$ cat src/rtl/console_uart_tx_pkg.sv
// rtl/console_uart_tx_pkg.sv - shared constants for the buffered console transmitter
// Divider default, TX state encodings and the bit-period clamp.
package console_uart_tx_pkg;

  localparam logic [31:0] UART_DIV_300_16M = 32'd53333;

  localparam logic [1:0] ST_IDLE  = 2'd0;
  localparam logic [1:0] ST_START = 2'd1;
  localparam logic [1:0] ST_DATA  = 2'd2;
  localparam logic [1:0] ST_STOP  = 2'd3;

  // Divider values 0 and 1 cannot make a countdown-from-div-1 bit; clamp to 2.
  function automatic logic [31:0] bit_period(input logic [31:0] div);
    return (div < 32'd2) ? 32'd2 : div;
  endfunction

endpackage

$ cat src/rtl/console_tx_fifo.sv
// rtl/console_tx_fifo.sv - synchronous byte FIFO feeding the console transmitter
// Show-ahead read: data is the head entry whenever not empty.
module console_tx_fifo #(
  parameter int AW = 4
) (
  input  logic          clk,
  input  logic          resetn,
  input  logic          push,
  input  logic [7:0]    push_data,
  input  logic          pop,
  output logic [7:0]    pop_data,
  output logic          full,
  output logic          empty,
  output logic [AW:0]   level
);

  logic [7:0]    mem [2**AW];
  logic [AW-1:0] wr_ptr;
  logic [AW-1:0] rd_ptr;
  logic          do_push;
  logic          do_pop;

  // Occupancy never exceeds 2**AW, so the top count bit alone means full.
  assign full     = level[AW];
  assign empty    = (level == '0);
  assign do_push  = push && !full;
  assign do_pop   = pop && !empty;
  assign pop_data = mem[rd_ptr];

  always_ff @(posedge clk) begin
    if (do_push) mem[wr_ptr] <= push_data;
  end

  always_ff @(posedge clk) begin
    if (!resetn) begin
      wr_ptr <= '0;
      rd_ptr <= '0;
      level  <= '0;
    end else begin
      if (do_push) wr_ptr <= wr_ptr + 1'b1;
      if (do_pop)  rd_ptr <= rd_ptr + 1'b1;
      if (do_push && !do_pop)      level <= level + 1'b1;
      else if (do_pop && !do_push) level <= level - 1'b1;
    end
  end

endmodule

$ cat src/rtl/console_uart_tx.sv
// rtl/console_uart_tx.sv - buffered 8N1 console transmitter with divider register
// CPU writes stall only while the FIFO is full; frames drain back-to-back.
module console_uart_tx
  import console_uart_tx_pkg::*;
#(
  parameter int          FIFO_AW     = 4,
  parameter logic [31:0] DEFAULT_DIV = UART_DIV_300_16M
) (
  input  logic               clk,
  input  logic               resetn,
  input  logic [3:0]         reg_div_we,
  input  logic [31:0]        reg_div_di,
  output logic [31:0]        reg_div_do,
  input  logic               reg_dat_we,
  input  logic [31:0]        reg_dat_di,
  output logic               reg_dat_wait,
  output logic               ser_tx,
  output logic               tx_busy,
  output logic [FIFO_AW:0]   tx_level
);

  logic [31:0] div;
  logic [1:0]  state;
  logic [7:0]  shreg;
  logic [2:0]  bit_idx;
  logic [31:0] bit_cnt;
  logic [31:0] div_lat;
  logic        fifo_full;
  logic        fifo_empty;
  logic [7:0]  fifo_data;
  logic        frame_go;
  logic        bit_end;
  logic        unused_hi;

  assign unused_hi    = ^reg_dat_di[31:8];
  assign reg_div_do   = div;
  assign reg_dat_wait = reg_dat_we && fifo_full;
  assign tx_busy      = !fifo_empty || (state != ST_IDLE);
  assign bit_end      = (bit_cnt == 32'd0);
  // A new frame starts from idle, or straight out of a finished stop bit.
  assign frame_go     = !fifo_empty &&
                        ((state == ST_IDLE) || (state == ST_STOP && bit_end));

  console_tx_fifo #(.AW(FIFO_AW)) u_fifo (
    .clk       (clk),
    .resetn    (resetn),
    .push      (reg_dat_we && !fifo_full),
    .push_data (reg_dat_di[7:0]),
    .pop       (frame_go),
    .pop_data  (fifo_data),
    .full      (fifo_full),
    .empty     (fifo_empty),
    .level     (tx_level)
  );

  always_ff @(posedge clk) begin
    if (!resetn) begin
      div <= DEFAULT_DIV;
    end else begin
      for (int i = 0; i < 4; i++) begin
        if (reg_div_we[i]) div[8*i +: 8] <= reg_div_di[8*i +: 8];
      end
    end
  end

  always_ff @(posedge clk) begin
    if (!resetn) begin
      state   <= ST_IDLE;
      ser_tx  <= 1'b1;
      shreg   <= '0;
      bit_idx <= '0;
      bit_cnt <= '0;
      div_lat <= 32'd2;
    end else if (frame_go) begin
      // Divider is captured here so mid-frame register writes only affect later frames.
      shreg   <= fifo_data;
      div_lat <= bit_period(div);
      bit_cnt <= bit_period(div) - 32'd1;
      ser_tx  <= 1'b0;
      state   <= ST_START;
    end else if (state != ST_IDLE) begin
      if (!bit_end) begin
        bit_cnt <= bit_cnt - 32'd1;
      end else begin
        bit_cnt <= div_lat - 32'd1;
        case (state)
          ST_START: begin
            state   <= ST_DATA;
            bit_idx <= 3'd0;
            ser_tx  <= shreg[0];
          end
          ST_DATA: begin
            if (bit_idx == 3'd7) begin
              state  <= ST_STOP;
              ser_tx <= 1'b1;
            end else begin
              bit_idx <= bit_idx + 3'd1;
              shreg   <= shreg >> 1;
              ser_tx  <= shreg[1];
            end
          end
          default: state <= ST_IDLE;
        endcase
      end
    end
  end

endmodule

$ cat config.mk
export PLATFORM = sky130hd
export DESIGN_NAME = console_uart_tx
export DESIGN_NICKNAME = d
export VERILOG_FILES = /design/src/rtl/console_uart_tx_pkg.sv /design/src/rtl/console_tx_fifo.sv /design/src/rtl/console_uart_tx.sv
export SDC_FILE = /design/constraint.sdc
export NUM_CORES = 1
export LEC_CHECK = 0
export CAP_MARGIN = 40
export CORE_MARGIN = 1.5
export CORE_UTILIZATION = 46
export CTS_BUF_LIST = sky130_fd_sc_hd__clkbuf_8
export DETAILED_ROUTE_END_ITERATION = 6
export PLACE_DENSITY = 0.66
export SLEW_MARGIN = 20
export SYNTH_ARGS = -nofsm -noshare
export SYNTH_HDL_FRONTEND = slang
export SYNTH_SLANG_ARGS = --single-unit
$ cat constraint.sdc
create_clock -name clk -period 5.2 [get_ports clk]
set_clock_uncertainty 0.1 [all_clocks]
set_input_delay 1.3 -clock clk [delete_from_list [all_inputs] [get_ports clk]]
set_output_delay 1.3 -clock clk [all_outputs]
set_load 0.05 [all_outputs]
* Word level (Yosys, flattened, before mapping)
Memory sizes are Yosys's and may differ from the RTL's. A register that Yosys moved wholly into a read port is not among the register bits. Index checks and enable logic that the tools add are counted.
Cells by class: add/subtract/negate cells 8, order comparisons 1, equal/unequal tests 8, mux-type cells 27, bitwise operators 2, reductions and logical operators 30
Operators with widths (count):
- $mux W32 | 4
- $sub A32 B1 Y32 const B | 3
- $mux W8 | 5
- $logic_not A32 Y1 | 1
- $lt A32 B2 Y1 const B | 1
- $reduce_bool A2 Y1 | 6
- $mux W5 | 2
- $mux W1 | 9
- $reduce_and A3 Y1 | 3
- $add A4 B1 Y4 const B | 2
- $logic_and A1 B1 Y1 | 8
- $mux W4 | 2
- $pmux W3 S2 | 1
- $add A5 B1 Y5 const B | 1
- $logic_not A5 Y1 | 1
- $reduce_and A5 Y1 | 1
- $sub A5 B1 Y5 const B | 1
- $eq A2 B2 Y1 const B | 2
- $logic_not A1 Y1 | 4
- $ne A2 B2 Y1 const B | 2
- $pmux W2 S2 | 1
- $reduce_and A4 Y1 | 1
- $add A3 B1 Y3 const B | 1
- $eq A3 B3 Y1 const B | 1
- other kinds (11) | 13
Storage, ports and cells: register bits 123, memory bits (writable) 128, bits of input ports 71, output and inout bits 40, logic and storage cells 91, memories 1
Memories:
- u_fifo.mem | depth 16, bits a word 8, read ports 1, clocked after Yosys merged registers in 1, write ports 1, line console_tx_fifo.sv:17 | logic [7:0] mem [2**AW];

* Longest topological paths before layout
depth after elaboration 8, mapped depth 18, mapped depth without buffers 14

* Cells and area by module
A second synthesis with hierarchy kept.
Second synthesis, totals: cell total of the unflattened synthesis 1068, area total of the unflattened synthesis 11763.8 µm²
Modules (own cells, without submodules):
- console_uart_tx | times used 1, cells an instance 758, area each 6025.8 µm², sequential area each 2202.1 µm²
- console_tx_fifo | times used 1, cells an instance 310, area each 5738.0 µm², sequential area each 4184.0 µm²

* Least setup slack after synthesis
OpenSTA, ideal clock, no wires.
kind register to register, start register u_fifo.level[0], end register bit_cnt[22], library setup time 0.086 ns, arrival 4.382 ns, required time 5.014 ns, setup slack 0.633 ns, stages on the path, launching flop included 19, buffers on the path 4, period minus slack after synthesis 4.567 ns, cells stage by stage dfxtp_1 > or4_1 > buf_2 > o21a_1 > nand4_1 > nand2_2 > inv_2 > clkbuf_1 > buf_2 > buf_1 > nand2_1 > o22ai_1 > ha_1 > nor4b_1 > mux2i_1 > a211oi_4 > o2111ai_1 > xnor2_1 > a211oi_1
Between the ends: longest elaborated chain between the ends 4, elaborated cells between the ends (all ways) 5, classes of those cells mux: 1; reduce/logical: 4
Ends and longest elaborated chain:
- from (decl) | line console_tx_fifo.sv:14 | output logic [AW:0] level
- from (signal assigned) | line console_tx_fifo.sv:42 | if (do_push && !do_pop) level <= level + 1'b1;
- from (signal assigned) | line console_tx_fifo.sv:43 | else if (do_pop && !do_push) level <= level - 1'b1;
- $logic_not A5 Y1 * | line console_tx_fifo.sv:25 | assign empty = (level == '0);
- $logic_not A1 Y1 * | line console_uart_tx.sv:41 | assign frame_go = !fifo_empty &&
- $logic_and A1 B1 Y1 * | line console_uart_tx.sv:41
- $mux W32 / $reduce_bool A2 Y1 (equally long branches)
- to (signal assigned) | line console_uart_tx.sv:78 | bit_cnt <= bit_period(div) - 32'd1;
- to (signal assigned) | line console_uart_tx.sv:83 | bit_cnt <= bit_cnt - 32'd1;
- to (signal assigned) | line console_uart_tx.sv:85 | bit_cnt <= div_lat - 32'd1;
- to (decl) | line console_uart_tx.sv:26 | logic [31:0] bit_cnt;
Mark *: on every way between the ends. The rest lies on a longest branch, timed or not. A chain may end at the register's enable or synchronous reset.

* Worst setup path after layout
start register bit_cnt[3], end register bit_cnt[22]
Between the ends: longest elaborated chain between the ends 5, elaborated cells between the ends (all ways) 9, classes of those cells add/sub: 1; mux: 3; reduce/logical: 5
Ends and longest elaborated chain:
- parallel branches: the longest is 5 deep, another holds $sub A32 B1 Y32
Parallel ways; which one is timed is not known. The select of a mux whose other input is x is not followed.

==> summary.txt <==
STA
  – Rel. slew slack: 0.468
  – Final period util: 0.862
  – Worst-Margin Slew: approximately 0.79 ns
  – RSZ-0062 raised after global routing: no
  – Post-route setup TNS: 0 ns
  – Final Worst Setup Slack: 0.717 ns
  – Final setup violation count: 0
  – Max Freq: approximately 220 MHz
  – Pins over their slew limit: 0
  – Final hold vios: 0
  – Final min period: 4.48 ns

Critical path
  – Kind of critical path: reg -> reg
  – Startpoint Class: flip-flop
  – CP Data Arrival Time: approximately 4.9 ns
  – Critical path fanouts, max: 9
  – CP endpoint kind: flip-flop
  – Critical Path RT: between 5 and 6 ns
  – Worst reg-to-reg path cell count: 12

Global routing
  – Largest net degree at the start of global routing: 60
  – First-pass GRT wire length: between 40,000 and 50,000 microns
  – Number of global-route vias before repair: roughly 8,000
  – GRT Util Overall: 0.210
  – Overflow after GRT: 0
  – Number of antenna violations at the first check in global routing: 0

Route
  – DR WL/cell: 18.2 microns
  – Initial DRC count: 669
  – Drt drc: 0
  – Final ANT Viol Nets: 0
  – Routed WL: around 27,000 microns
  – Drt via density: between 5 and 6
  – TritonRoute pass-1 iters: 5
  – DR vias: a little over 8,000

Min path
  – Worst Hold Path Cells: 2
  – Hold WC Path Type: reg -> reg

Place
  – GP Congestion: about 0.8
  – Inst Count DP: around 1,400
  – DP Worst Slack: 0.734 ns
  – Port Buffers: 86
  – Post-detail-place hpwl: 17,600 microns

Die
  – Die span in y: approximately 160 microns
  – Initial Util: 0.468
  – Die X: roughly 160 microns
  – Core area: between 20,000 and 25,000 sq um
  – Die Area: roughly 26,000 sq um
  – # IOs: 111
  – Num rows: 57

Yosys
  – Syn Inst Count: a little over 1,000
  – Share of the synthesized area in the top cell type: 0.338
  – Unique masters post-synth: 67
  – Asr flop ratio synth: 0
  – Main flop type after synthesis: edfxtp_1
  – Mapped cell area: 11,400 sq um
  – Synth area leaders: edfxtp_1 (34%), dfxtp_1 (22%), mux4_2 (7.9%), a21oi_1 (4.5%), nand2_1 (3.8%)
  – Post-synth EDFFs: ~130
  – Number of synthesized register bits: between 200 and 300
  – Mapped Nets: 1,099
  – Warnings from Yosys: 0
  – Syn_area_per_cell: ~11 sq um
  – Sequential-to-total area share from yosys stat: 0.562
  – Cell taking the most area after synthesis: edfxtp_1

Outcome
  – Status: finished clean

Cells and area
  – Final #Nets: roughly 1,200
  – Synthesis-to-layout area growth: 18.2%
  – Core Util, Final: 0.553
  – Finished Layout Cells: between 1,000 and 1,500
  – Diode count: 0
  – Layout cell share with drive strength beyond 1: 0.135

Power and ir drop
  – Total power: about 7100 uW
  – Pwr/cell area: roughly 530 nW/um^2
  – Maximum VDD drop: a little over 0.0004 V
  – Leak: 0.00473 uW

CTS
  – Post-CTS Hold Buffers: 0
  – Num Clock Sinks: around 260
  – Setup bufs post-CTS: 0
  – Clock tree root buffer cell: clkbuf_8
  – Latest clock arrival within the worst-skew pair: between 0.5 and 0.6 ns
  – Post_cts resized: 0
  – Num CTS Buffers: between 40 and 50
  – CTS tree: done
  – Clock buffer depth: 3
  – Clk pin slew, worst setup/hold paths: roughly 0.06 ns
  – H-tree levels: 2

Job
  – Maxcap violations: 0
-- final timing paths --
check	startpoint	end	slack (ns)
min reg2reg	div_lat[30]$_SDFFE_PN0N_	div_lat[30]$_SDFFE_PN0N_	0.36
max	bit_cnt[3]$_SDFFE_PN0P_	bit_cnt[22]$_SDFFE_PN0P_	0.72
min	div_lat[30]$_SDFFE_PN0N_	div_lat[30]$_SDFFE_PN0N_	0.36
max reg2reg	bit_cnt[3]$_SDFFE_PN0P_	bit_cnt[22]$_SDFFE_PN0P_	0.72
-- routing by layer --
metal,vias to the layer above,share of wire,global-route usage
li1,3960,-,-
met1,3968,0.43,0.263
met2,212,0.50,0.364
met3,54,0.046,0.0361
met4,0,0.024,0.0769
met5,-,0,0
-- sequential cells by signal (all words and copies together), names as in the netlist, named ones only --
name and cells:
bit_cnt 32, bit_idx 3, div_lat 32, u_fifo.rd_ptr 4, u_fifo.mem 128, u_fifo.level 5, state 2, reg_div_do 32
ser_tx 1, u_fifo.wr_ptr 4, shreg 8
-- worst max-delay path: stages, from the launching register on --
cell and delay [ns]:
dfxtp_1 0.34, or4_1 0.64, nor4_1 0.48, nand4_1 0.34, a22o_1 0.36, o22ai_1 0.18
ha_1 0.31, nor4b_1 0.27, mux2i_1 0.22, a211oi_4 0.57, o2111ai_1 0.22, xnor2_1 0.17
a211oi_1 0.21
-- cells in the mapped netlist (3+ instances only) --
cell type    n
xnor2_1     13
or4_4        3
buf_1       11
nand4_1      8
o31ai_1      8
a21oi_1    103
o2111ai_1    5
clkbuf_1    41
o21a_1       4
and4_1       3
xor2_1      19
o211ai_1     4
o21ai_0     66
and2_1       5
nor2_1     102
a31oi_1      7
edfxtp_1   128
mux4_2      40
nor3_1      21
buf_4        3
buf_2       10
nand2b_1     6
nor4b_1      3
or4_1       13
nand2_1    115
o22ai_1      6
nor4_1      11
dfxtp_1    127
nand3_1      4
or3_1        6
inv_1        9
ha_1        16
a211oi_1     7
a311oi_1     7
mux2i_1     35
a2111o_1     4
-- report_power, final --
part / leakage, uW / switching (uW) / total [uW] / internal (uW)
sequential: 0.00220 / 281 / 2660 / 2380
clock: 0.000476 / 817 / 1720 / 904
combinational: 0.00205 / 1630 / 2730 / 1090
-- cells by family after synthesis --
group                      Yosys count  synth area share
DFF                                255             0.562
AOI/OAI and AO/OA                  242             0.128
and+or+nand+nor                    313             0.129
xor gates and xnor gates            32            0.0246
buffers and inverters               76            0.0272
muxes                               76             0.111
adders and majority gates           17            0.0194
-- layout make-up --
type / instances / area [sq um]
Tap cell: 324 / 405
Clock buffer: 48 / 661
Clock inverter: 28 / 159
Timing Repair Buffer: 115 / 1110
Inverter: 11 / 41.3
Fill cell: 2097 / 10900
Multi-Input combinational cell: 680 / 4680
Sequential cell: 255 / 6390
-- metrics by stage --
step	cell area [sq um]	hold slack, ns
2_1_floorplan	11400	0.337
3_3_place_gp	12500	0.344
3_5_place_dp	12600	0.352
4_1_cts	13400	0.360
5_1_grt	13400	0.388
6_report	13400	0.360
-- cell usage in the layout (no fill, tap or decap), types with 16 or more instances in the layout --
cell	Yosys	final
edfxtp_1	128	128
dfxtp_1	127	125
nand2_1	115	115
a21oi_1	103	103
nor2_1	102	102
clkdlybuf4s50_1	0	86
o21ai_0	66	66
clkbuf_8	0	48
mux4_2	40	40
mux2i_1	35	35
buf_4	3	26
nor3_1	21	21
inv_1	9	21
xor2_1	19	19
ha_1	16	16
Power figures use the tool's default switching activity.
